## config.mk

```make
export PLATFORM = sky130hd
export DESIGN_NAME = clint_arbiter_flat
export DESIGN_NICKNAME = d
export VERILOG_FILES = /design/src/rtl/clint_arbiter_pkg.sv /design/src/rtl/clint_arbiter_if.sv /design/src/rtl/clint_arbiter_rr_arb2.sv /design/src/rtl/clint_arbiter.sv /design/src/flat_wrapper.sv
export SDC_FILE = /design/constraint.sdc
export NUM_CORES = 1
export LEC_CHECK = 0
export ABC_CLOCK_PERIOD_IN_PS = 4090
export CORE_AREA = 2 2 178 180
export DETAILED_ROUTE_END_ITERATION = 12
export DIE_AREA = 0 0 180 182
export PLACE_DENSITY = 0.48
export SLEW_MARGIN = 20
export SYNTH_ARGS = -nofsm -noshare
export SYNTH_HDL_FRONTEND = slang
export SYNTH_SLANG_ARGS = --single-unit
```

## constraint.sdc

```tcl
create_clock -name clk -period 4.09 [get_ports clk]
set_input_delay 1.0225 -clock clk [delete_from_list [all_inputs] [get_ports clk]]
set_output_delay 1.0225 -clock clk [all_outputs]
set_load 0.03 [all_outputs]
```

## src/rtl/clint_arbiter_pkg.sv

```systemverilog
// Shared definitions for the two-master CLINT AXI4-Lite arbiter: FSM state
// encoding, response codes and bus widths.
package clint_arbiter_pkg;

    localparam int ADDR_W = 32;
    localparam int DATA_W = 32;
    localparam int STRB_W = DATA_W / 8;

    localparam logic [1:0] RESP_OKAY   = 2'b00;
    localparam logic [1:0] RESP_SLVERR = 2'b10;

    typedef enum logic [2:0] {
        IDLE    = 3'd0,
        RD_ADDR = 3'd1,
        RD_DATA = 3'd2,
        WR_ADDR = 3'd3,
        WR_RESP = 3'd4
    } state_t;

endpackage

```

## src/rtl/clint_arbiter_if.sv

```systemverilog
// AXI4-Lite bundle for N ports packed side by side; port i owns slice i of
// every field. The masters use N=2, the CLINT side uses N=1.
interface clint_arbiter_if
    import clint_arbiter_pkg::*;
#(
    parameter int N = 1
);
    logic [N*ADDR_W-1:0] araddr;
    logic [N*3-1:0]      arprot;
    logic [N-1:0]        arvalid;
    logic [N-1:0]        arready;
    logic [N*DATA_W-1:0] rdata;
    logic [N*2-1:0]      rresp;
    logic [N-1:0]        rvalid;
    logic [N-1:0]        rready;
    logic [N*ADDR_W-1:0] awaddr;
    logic [N*3-1:0]      awprot;
    logic [N-1:0]        awvalid;
    logic [N-1:0]        awready;
    logic [N*DATA_W-1:0] wdata;
    logic [N*STRB_W-1:0] wstrb;
    logic [N-1:0]        wvalid;
    logic [N-1:0]        wready;
    logic [N*2-1:0]      bresp;
    logic [N-1:0]        bvalid;
    logic [N-1:0]        bready;

    modport master (
        output araddr, arprot, arvalid, rready, awaddr, awprot, awvalid,
               wdata, wstrb, wvalid, bready,
        input  arready, rdata, rresp, rvalid, awready, wready, bresp, bvalid
    );

    modport slave (
        input  araddr, arprot, arvalid, rready, awaddr, awprot, awvalid,
               wdata, wstrb, wvalid, bready,
        output arready, rdata, rresp, rvalid, awready, wready, bresp, bvalid
    );

endinterface

```

## src/rtl/clint_arbiter_rr_arb2.sv

```systemverilog
// Two-input round-robin picker: the prioritised requester wins, otherwise
// the other one. o_gnt is meaningless when o_any is low.
module rr_arb2 (
    input  logic [1:0] i_req,
    input  logic       i_prio,
    output logic       o_gnt,
    output logic       o_any
);

    assign o_any = |i_req;
    assign o_gnt = i_req[i_prio] ? i_prio : ~i_prio;

endmodule

```

## src/rtl/clint_arbiter.sv

```systemverilog
// Serialises two AXI4-Lite masters onto the CLINT slave, one transaction at a
// time, round-robin between masters and write-before-read within a master.
module clint_arbiter
    import clint_arbiter_pkg::*;
(
    input  logic            clk,
    input  logic            rstn,
    clint_arbiter_if.slave  m,
    clint_arbiter_if.master s
);

    state_t     r_state;
    state_t     w_state_nxt;
    logic       r_gnt;
    logic       r_prio;
    logic       r_aw_done;
    logic       r_w_done;

    logic [1:0] w_req_rd;
    logic [1:0] w_req_wr;
    logic       w_arb_gnt;
    logic       w_arb_any;
    logic       w_aw_vld;
    logic       w_w_vld;
    logic       w_aw_hs;
    logic       w_w_hs;
    logic       w_wr_last;

    assign w_req_rd = m.arvalid;
    assign w_req_wr = m.awvalid & m.wvalid;

    rr_arb2 u_rr_arb2 (
        .i_req  (w_req_rd | w_req_wr),
        .i_prio (r_prio),
        .o_gnt  (w_arb_gnt),
        .o_any  (w_arb_any)
    );

    // Once one write channel has handshaken, the other is presented alone.
    assign w_aw_vld  = (r_state == WR_ADDR) && !r_aw_done && m.awvalid[r_gnt]
                       && (m.wvalid[r_gnt] || r_w_done);
    assign w_w_vld   = (r_state == WR_ADDR) && !r_w_done && m.wvalid[r_gnt]
                       && (m.awvalid[r_gnt] || r_aw_done);
    assign w_aw_hs   = w_aw_vld && s.awready;
    assign w_w_hs    = w_w_vld && s.wready;
    assign w_wr_last = (r_state == WR_ADDR) && (r_aw_done || w_aw_hs)
                       && (r_w_done || w_w_hs);

    // NOTE: state uses non-blocking assignments and a synchronous reset so every
    // register updates together on the same edge, independent of process order.
    always_ff @(posedge clk) begin
        if (!rstn) begin
            r_state   <= IDLE;
            r_gnt     <= 1'b0;
            r_prio    <= 1'b0;
            r_aw_done <= 1'b0;
            r_w_done  <= 1'b0;
        end else begin
            r_state <= w_state_nxt;
            if (r_state == IDLE && w_arb_any) begin
                r_gnt <= w_arb_gnt;
            end
            if (r_state != IDLE && w_state_nxt == IDLE) begin
                r_prio <= ~r_gnt;
            end
            if (w_wr_last) begin
                r_aw_done <= 1'b0;
                r_w_done  <= 1'b0;
            end else begin
                if (w_aw_hs) r_aw_done <= 1'b1;
                if (w_w_hs)  r_w_done  <= 1'b1;
            end
        end
    end

    // NOTE: every output gets a default before the case so no path leaves a
    // signal unassigned, which would otherwise infer a latch.
    always_comb begin
        w_state_nxt = r_state;

        s.araddr  = m.araddr[ADDR_W*r_gnt +: ADDR_W];
        s.arprot  = m.arprot[3*r_gnt +: 3];
        s.awaddr  = m.awaddr[ADDR_W*r_gnt +: ADDR_W];
        s.awprot  = m.awprot[3*r_gnt +: 3];
        s.wdata   = m.wdata[DATA_W*r_gnt +: DATA_W];
        s.wstrb   = m.wstrb[STRB_W*r_gnt +: STRB_W];
        s.arvalid = 1'b0;
        s.awvalid = 1'b0;
        s.wvalid  = 1'b0;
        s.rready  = 1'b0;
        s.bready  = 1'b0;

        m.arready = '0;
        m.awready = '0;
        m.wready  = '0;
        m.rvalid  = '0;
        m.bvalid  = '0;
        m.rdata   = '0;
        m.rresp   = {2{RESP_OKAY}};
        m.bresp   = {2{RESP_OKAY}};

        unique case (r_state)
            IDLE: begin
                if (w_arb_any) begin
                    w_state_nxt = w_req_wr[w_arb_gnt] ? WR_ADDR : RD_ADDR;
                end
            end
            RD_ADDR: begin
                s.arvalid        = m.arvalid[r_gnt];
                m.arready[r_gnt] = s.arready;
                if (m.arvalid[r_gnt] && s.arready) w_state_nxt = RD_DATA;
            end
            RD_DATA: begin
                m.rvalid[r_gnt]                 = s.rvalid;
                m.rdata[DATA_W*r_gnt +: DATA_W] = s.rdata;
                m.rresp[2*r_gnt +: 2]           = s.rresp;
                s.rready                        = m.rready[r_gnt];
                if (s.rvalid && m.rready[r_gnt]) w_state_nxt = IDLE;
            end
            WR_ADDR: begin
                s.awvalid        = w_aw_vld;
                s.wvalid         = w_w_vld;
                m.awready[r_gnt] = w_aw_hs;
                m.wready[r_gnt]  = w_w_hs;
                if (w_wr_last) w_state_nxt = WR_RESP;
            end
            WR_RESP: begin
                m.bvalid[r_gnt]       = s.bvalid;
                m.bresp[2*r_gnt +: 2] = s.bresp;
                s.bready              = m.bready[r_gnt];
                if (s.bvalid && m.bready[r_gnt]) w_state_nxt = IDLE;
            end
            default: w_state_nxt = IDLE;
        endcase
    end

endmodule

```

## src/flat_wrapper.sv

```systemverilog
// flat-port wrapper written by rule: the top's interface ports become plain ports
module clint_arbiter_flat import clint_arbiter_pkg::*;
  (clk, rstn, m_araddr, m_arprot, m_arvalid, m_rready, m_awaddr, m_awprot, m_awvalid, m_wdata, m_wstrb, m_wvalid, m_bready, m_arready, m_rdata, m_rresp, m_rvalid, m_awready, m_wready, m_bresp, m_bvalid, s_araddr, s_arprot, s_arvalid, s_rready, s_awaddr, s_awprot, s_awvalid, s_wdata, s_wstrb, s_wvalid, s_bready, s_arready, s_rdata, s_rresp, s_rvalid, s_awready, s_wready, s_bresp, s_bvalid);
  clint_arbiter_if #(.N(2)) m_i ();
  clint_arbiter_if #(.N(1)) s_i ();
  input  logic clk;
  input  logic rstn;
  input wire logic [$bits(m_i.araddr)-1:0] m_araddr;
  input wire logic [$bits(m_i.arprot)-1:0] m_arprot;
  input wire logic [$bits(m_i.arvalid)-1:0] m_arvalid;
  input wire logic [$bits(m_i.rready)-1:0] m_rready;
  input wire logic [$bits(m_i.awaddr)-1:0] m_awaddr;
  input wire logic [$bits(m_i.awprot)-1:0] m_awprot;
  input wire logic [$bits(m_i.awvalid)-1:0] m_awvalid;
  input wire logic [$bits(m_i.wdata)-1:0] m_wdata;
  input wire logic [$bits(m_i.wstrb)-1:0] m_wstrb;
  input wire logic [$bits(m_i.wvalid)-1:0] m_wvalid;
  input wire logic [$bits(m_i.bready)-1:0] m_bready;
  output wire logic [$bits(m_i.arready)-1:0] m_arready;
  output wire logic [$bits(m_i.rdata)-1:0] m_rdata;
  output wire logic [$bits(m_i.rresp)-1:0] m_rresp;
  output wire logic [$bits(m_i.rvalid)-1:0] m_rvalid;
  output wire logic [$bits(m_i.awready)-1:0] m_awready;
  output wire logic [$bits(m_i.wready)-1:0] m_wready;
  output wire logic [$bits(m_i.bresp)-1:0] m_bresp;
  output wire logic [$bits(m_i.bvalid)-1:0] m_bvalid;
  output wire logic [$bits(s_i.araddr)-1:0] s_araddr;
  output wire logic [$bits(s_i.arprot)-1:0] s_arprot;
  output wire logic [$bits(s_i.arvalid)-1:0] s_arvalid;
  output wire logic [$bits(s_i.rready)-1:0] s_rready;
  output wire logic [$bits(s_i.awaddr)-1:0] s_awaddr;
  output wire logic [$bits(s_i.awprot)-1:0] s_awprot;
  output wire logic [$bits(s_i.awvalid)-1:0] s_awvalid;
  output wire logic [$bits(s_i.wdata)-1:0] s_wdata;
  output wire logic [$bits(s_i.wstrb)-1:0] s_wstrb;
  output wire logic [$bits(s_i.wvalid)-1:0] s_wvalid;
  output wire logic [$bits(s_i.bready)-1:0] s_bready;
  input wire logic [$bits(s_i.arready)-1:0] s_arready;
  input wire logic [$bits(s_i.rdata)-1:0] s_rdata;
  input wire logic [$bits(s_i.rresp)-1:0] s_rresp;
  input wire logic [$bits(s_i.rvalid)-1:0] s_rvalid;
  input wire logic [$bits(s_i.awready)-1:0] s_awready;
  input wire logic [$bits(s_i.wready)-1:0] s_wready;
  input wire logic [$bits(s_i.bresp)-1:0] s_bresp;
  input wire logic [$bits(s_i.bvalid)-1:0] s_bvalid;
  assign m_i.araddr = m_araddr;
  assign m_i.arprot = m_arprot;
  assign m_i.arvalid = m_arvalid;
  assign m_i.rready = m_rready;
  assign m_i.awaddr = m_awaddr;
  assign m_i.awprot = m_awprot;
  assign m_i.awvalid = m_awvalid;
  assign m_i.wdata = m_wdata;
  assign m_i.wstrb = m_wstrb;
  assign m_i.wvalid = m_wvalid;
  assign m_i.bready = m_bready;
  assign m_arready = m_i.arready;
  assign m_rdata = m_i.rdata;
  assign m_rresp = m_i.rresp;
  assign m_rvalid = m_i.rvalid;
  assign m_awready = m_i.awready;
  assign m_wready = m_i.wready;
  assign m_bresp = m_i.bresp;
  assign m_bvalid = m_i.bvalid;
  assign s_araddr = s_i.araddr;
  assign s_arprot = s_i.arprot;
  assign s_arvalid = s_i.arvalid;
  assign s_rready = s_i.rready;
  assign s_awaddr = s_i.awaddr;
  assign s_awprot = s_i.awprot;
  assign s_awvalid = s_i.awvalid;
  assign s_wdata = s_i.wdata;
  assign s_wstrb = s_i.wstrb;
  assign s_wvalid = s_i.wvalid;
  assign s_bready = s_i.bready;
  assign s_i.arready = s_arready;
  assign s_i.rdata = s_rdata;
  assign s_i.rresp = s_rresp;
  assign s_i.rvalid = s_rvalid;
  assign s_i.awready = s_awready;
  assign s_i.wready = s_wready;
  assign s_i.bresp = s_bresp;
  assign s_i.bvalid = s_bvalid;
  clint_arbiter u_core (.clk(clk), .rstn(rstn), .m(m_i), .s(s_i));
endmodule
```

==> flow_summary.ini <==
[setup_path]
cpMaxStageDelayCell = clkdlybuf4s50_1
rr_worst_depth = 6
path_cells = clkdlybuf4s50_1 > mux2i_1 > a21oi_1 > nor3b_2 > nand3_1 > nor2_1 > clkdlybuf4s50_1
crit_required_ps = 3070
slowest_delay_ps = 670
crit_type = in2out
crit_arrival_ps = 2920
crit_path_frequent_cell = clkdlybuf4s50_1
cp_max_fo = 4
end_kind = primary output
startpoint_type = primary input

[pwr]
power.switching_mw = 0.6035
pwr-share-seq_pct = 7.4
finalPower_mw = 1.425
internal_power_mw = 0.8216
vdd_drop_max_uv = 140.8
p_leak_nw = 2.774
p_per_area_mw_per_mm2 = 189.8
power_frac_comb_pct = 81.0
switching_share_pct = 42.35
power_frac_clock_pct = 11.6

[global_route]
first_global_vias = 4017
grt_start_max_net_pins = 42
grt_pass1_wl_um = 23740
grt_use_total_pct = 9.318
grt-ovfl-total = 0
antenna_found_initial = 2

[placed_design]
dpl.hpwl_um = 14750
portBuffers = 457
place_area_mm2 = 0.007422
gp_congestion = 0.7903

[clocking]
cts.root.buffer_cell = clkbuf_16
ctsResizeCount = 0
ctsHoldBuffers = 0
numCtsBuffers = 3
h-tree-depth = 1
clock_latency_ps = 230
clk_path_buf_depth = 2
clk_pin_slew_ps = 40
cts_setup_buffers = 0
cts_tree = done
numClockSinks = 7

[drt]
wl_met2_um = 8570
avgViaCountPerCell = 3.436
top_layer = met4
drtIter0Drc = 94
wire_per_inst_um = 14.63
wl_met3_um = 1597
wl_met1_um = 6471
ant_nets = 0
drc_errors = 0
drtPass1Iterations = 4
routed_wl_um = 16740
via_count = 3931

[synthesis]
synth.ff_latch_count = 7
synth_edf_count = 0
synth.cell_area_mm2 = 0.002442
ys_top_cells_by_count = 107 x mux2_2, 70 x and2_1, 14 x nand2_1
async_reset_ff_share_pct = 0
syn_inst = 293
post-synth-top-area-cell = mux2_2
yosysTopAreaCellShare_pct = 49.33
synth_nets = 558
synth_most_common_cell = mux2_2
netlist_top_cells_area = mux2_2 49%, and2_1 18%, dfxtp_1 5.7%, nand2_1 2.2%, buf_4 1.8%
ys.flop_type = dfxtp_1
synth.distinct_cells = 39
avgSynthCellArea_um2 = 8.336
yosysWarnings = 0
ys_seq_area_share_pct = 5.738

[finish]
nFillCells = 3341
seqCellArea_um2 = 143.9
multi_input_area_mm2 = 0.002163
drive_gt1_share_pct = 22.43
fin_area_mm2 = 0.007508
area_delta_synth_final_pct = 207.4
num-nets-final = 1006

[timing]
setup_viol = 0
fin_worst_skew_ps = 0.6642
min_period_ps = 3945
tns_ps = 0
fin_crit_sh_pct = 96.46
finalHoldViolations = 0
rsz0062_at_grt = no
maxSlewHeadroom_pct = 66.04
fmax_mhz = 253.5
drv_slew = 0
tightest_slew_ps = 509.3

[run]
cap_violations = 0

[worst_hold_path]
hold_depth = 2
hp-class = reg2reg

[floorplanning]
ios = 458
row_count = 65
dieWidth_um = 180
die_h_um = 182
design.core.area_mm2 = 0.03099
dieArea_mm2 = 0.03276
initial_utilization_pct = 7.882

[run_status]
outcome = completed
-- kinds of logic (layout without fill, tap and decap cells) --
kind of cell           after synthesis  after routing  share of synthesized area, %
DFF                                  7              7                         5.738
and+or+nand+nor                    119            119                         28.59
buffers and inverters               26            473                         5.943
other                                0              2                             0
muxes                              112            112                         51.79
AOI/OAI and AO/OA                   29             29                         7.941
-- metrics by stage --
stage	setup WS, ps	hold WS, ps	cells	utilization (%)
floorplan	752.1	456.0	293	-
global placement	82.77	497.0	1138	23.95
detailed placement	103.2	503.3	1138	23.95
CTS	86.54	509.4	1142	24.21
global route	22.40	575.3	1144	24.23
finish	144.8	509.2	1144	24.23
-- power by group through the flow --
stage          logic, mW  registers (mW)  clock network [mW]
2_1_floorplan      0.592          0.0782                   0
3_3_place_gp        1.17           0.107                   0
3_5_place_dp        1.16           0.106                   0
4_1_cts             1.17           0.105               0.168
5_1_grt             1.21           0.109               0.174
6_report            1.15           0.105               0.166
-- final timing paths --
check	start	end	slack, ps
setup / recovery	m_awvalid[0]	m_wready[0]	140
hold / removal	u_core.r_prio$_SDFFE_PN0P_	u_core.r_prio$_SDFFE_PN0P_	510
setup reg to reg	u_core.r_gnt$_SDFFE_PN0P_	u_core.r_state[1]$_SDFF_PN0_	2040
hold reg to reg	u_core.r_prio$_SDFFE_PN0P_	u_core.r_prio$_SDFFE_PN0P_	510
-- registers in the layout (all words and copies together), names as in the netlist --
name,cells
u_core.r_w_done,1
u_core.r_prio,1
u_core.r_state,3
u_core.r_aw_done,1
u_core.r_gnt,1
-- worst max-delay path: cells and delay by family --
kind                   cells  cell delay (ps)
AOI/OAI and AO/OA          1              180
buffers and inverters      2             1200
muxes                      1               90
and+or+nand+nor            3              430
-- layer usage --
| metal | up-vias | global-route usage, % |
|---|---|---|
| met5 | - | 0 |
| met4 | 0 | 2.211 |
| met3 | 4 | 2.748 |
| met2 | 264 | 17.09 |
| met1 | 1729 | 10.55 |
| li1 | 1934 | - |
-- final cells by class --
type | instances | share of cell area (%)
clock buffers | 4 | 1.050
flip-flops and latches | 7 | 1.916
multi-input cells | 260 | 28.81
repair buffers | 467 | 61.36
well taps | 402 | 6.699
inverters | 2 | 0.09998
diodes | 2 | 0.06666
-- placed cells by master, fill, tap and decap left out, drive strengths merged, types with 2 or more instances in the layout --
cell type / Yosys / routed
clkbuf: 8 / 4
a31oi: 2 / 2
buf: 16 / 48
diode: 0 / 2
nor3: 6 / 6
nor3b: 3 / 3
a21boi: 2 / 2
a21oi: 8 / 8
dfxtp: 7 / 7
and2: 70 / 70
and3b: 2 / 2
nor2: 11 / 11
nand3: 3 / 3
inv: 2 / 2
mux2: 109 / 109
nand2: 14 / 14
nor2b: 2 / 2
clkdlybuf4s50: 0 / 418
and3: 2 / 2
mux2i: 3 / 3
o21ai: 5 / 5
nand2b: 4 / 4
o211ai: 3 / 3
No activity file was read; power rests on OpenSTA's default activity.
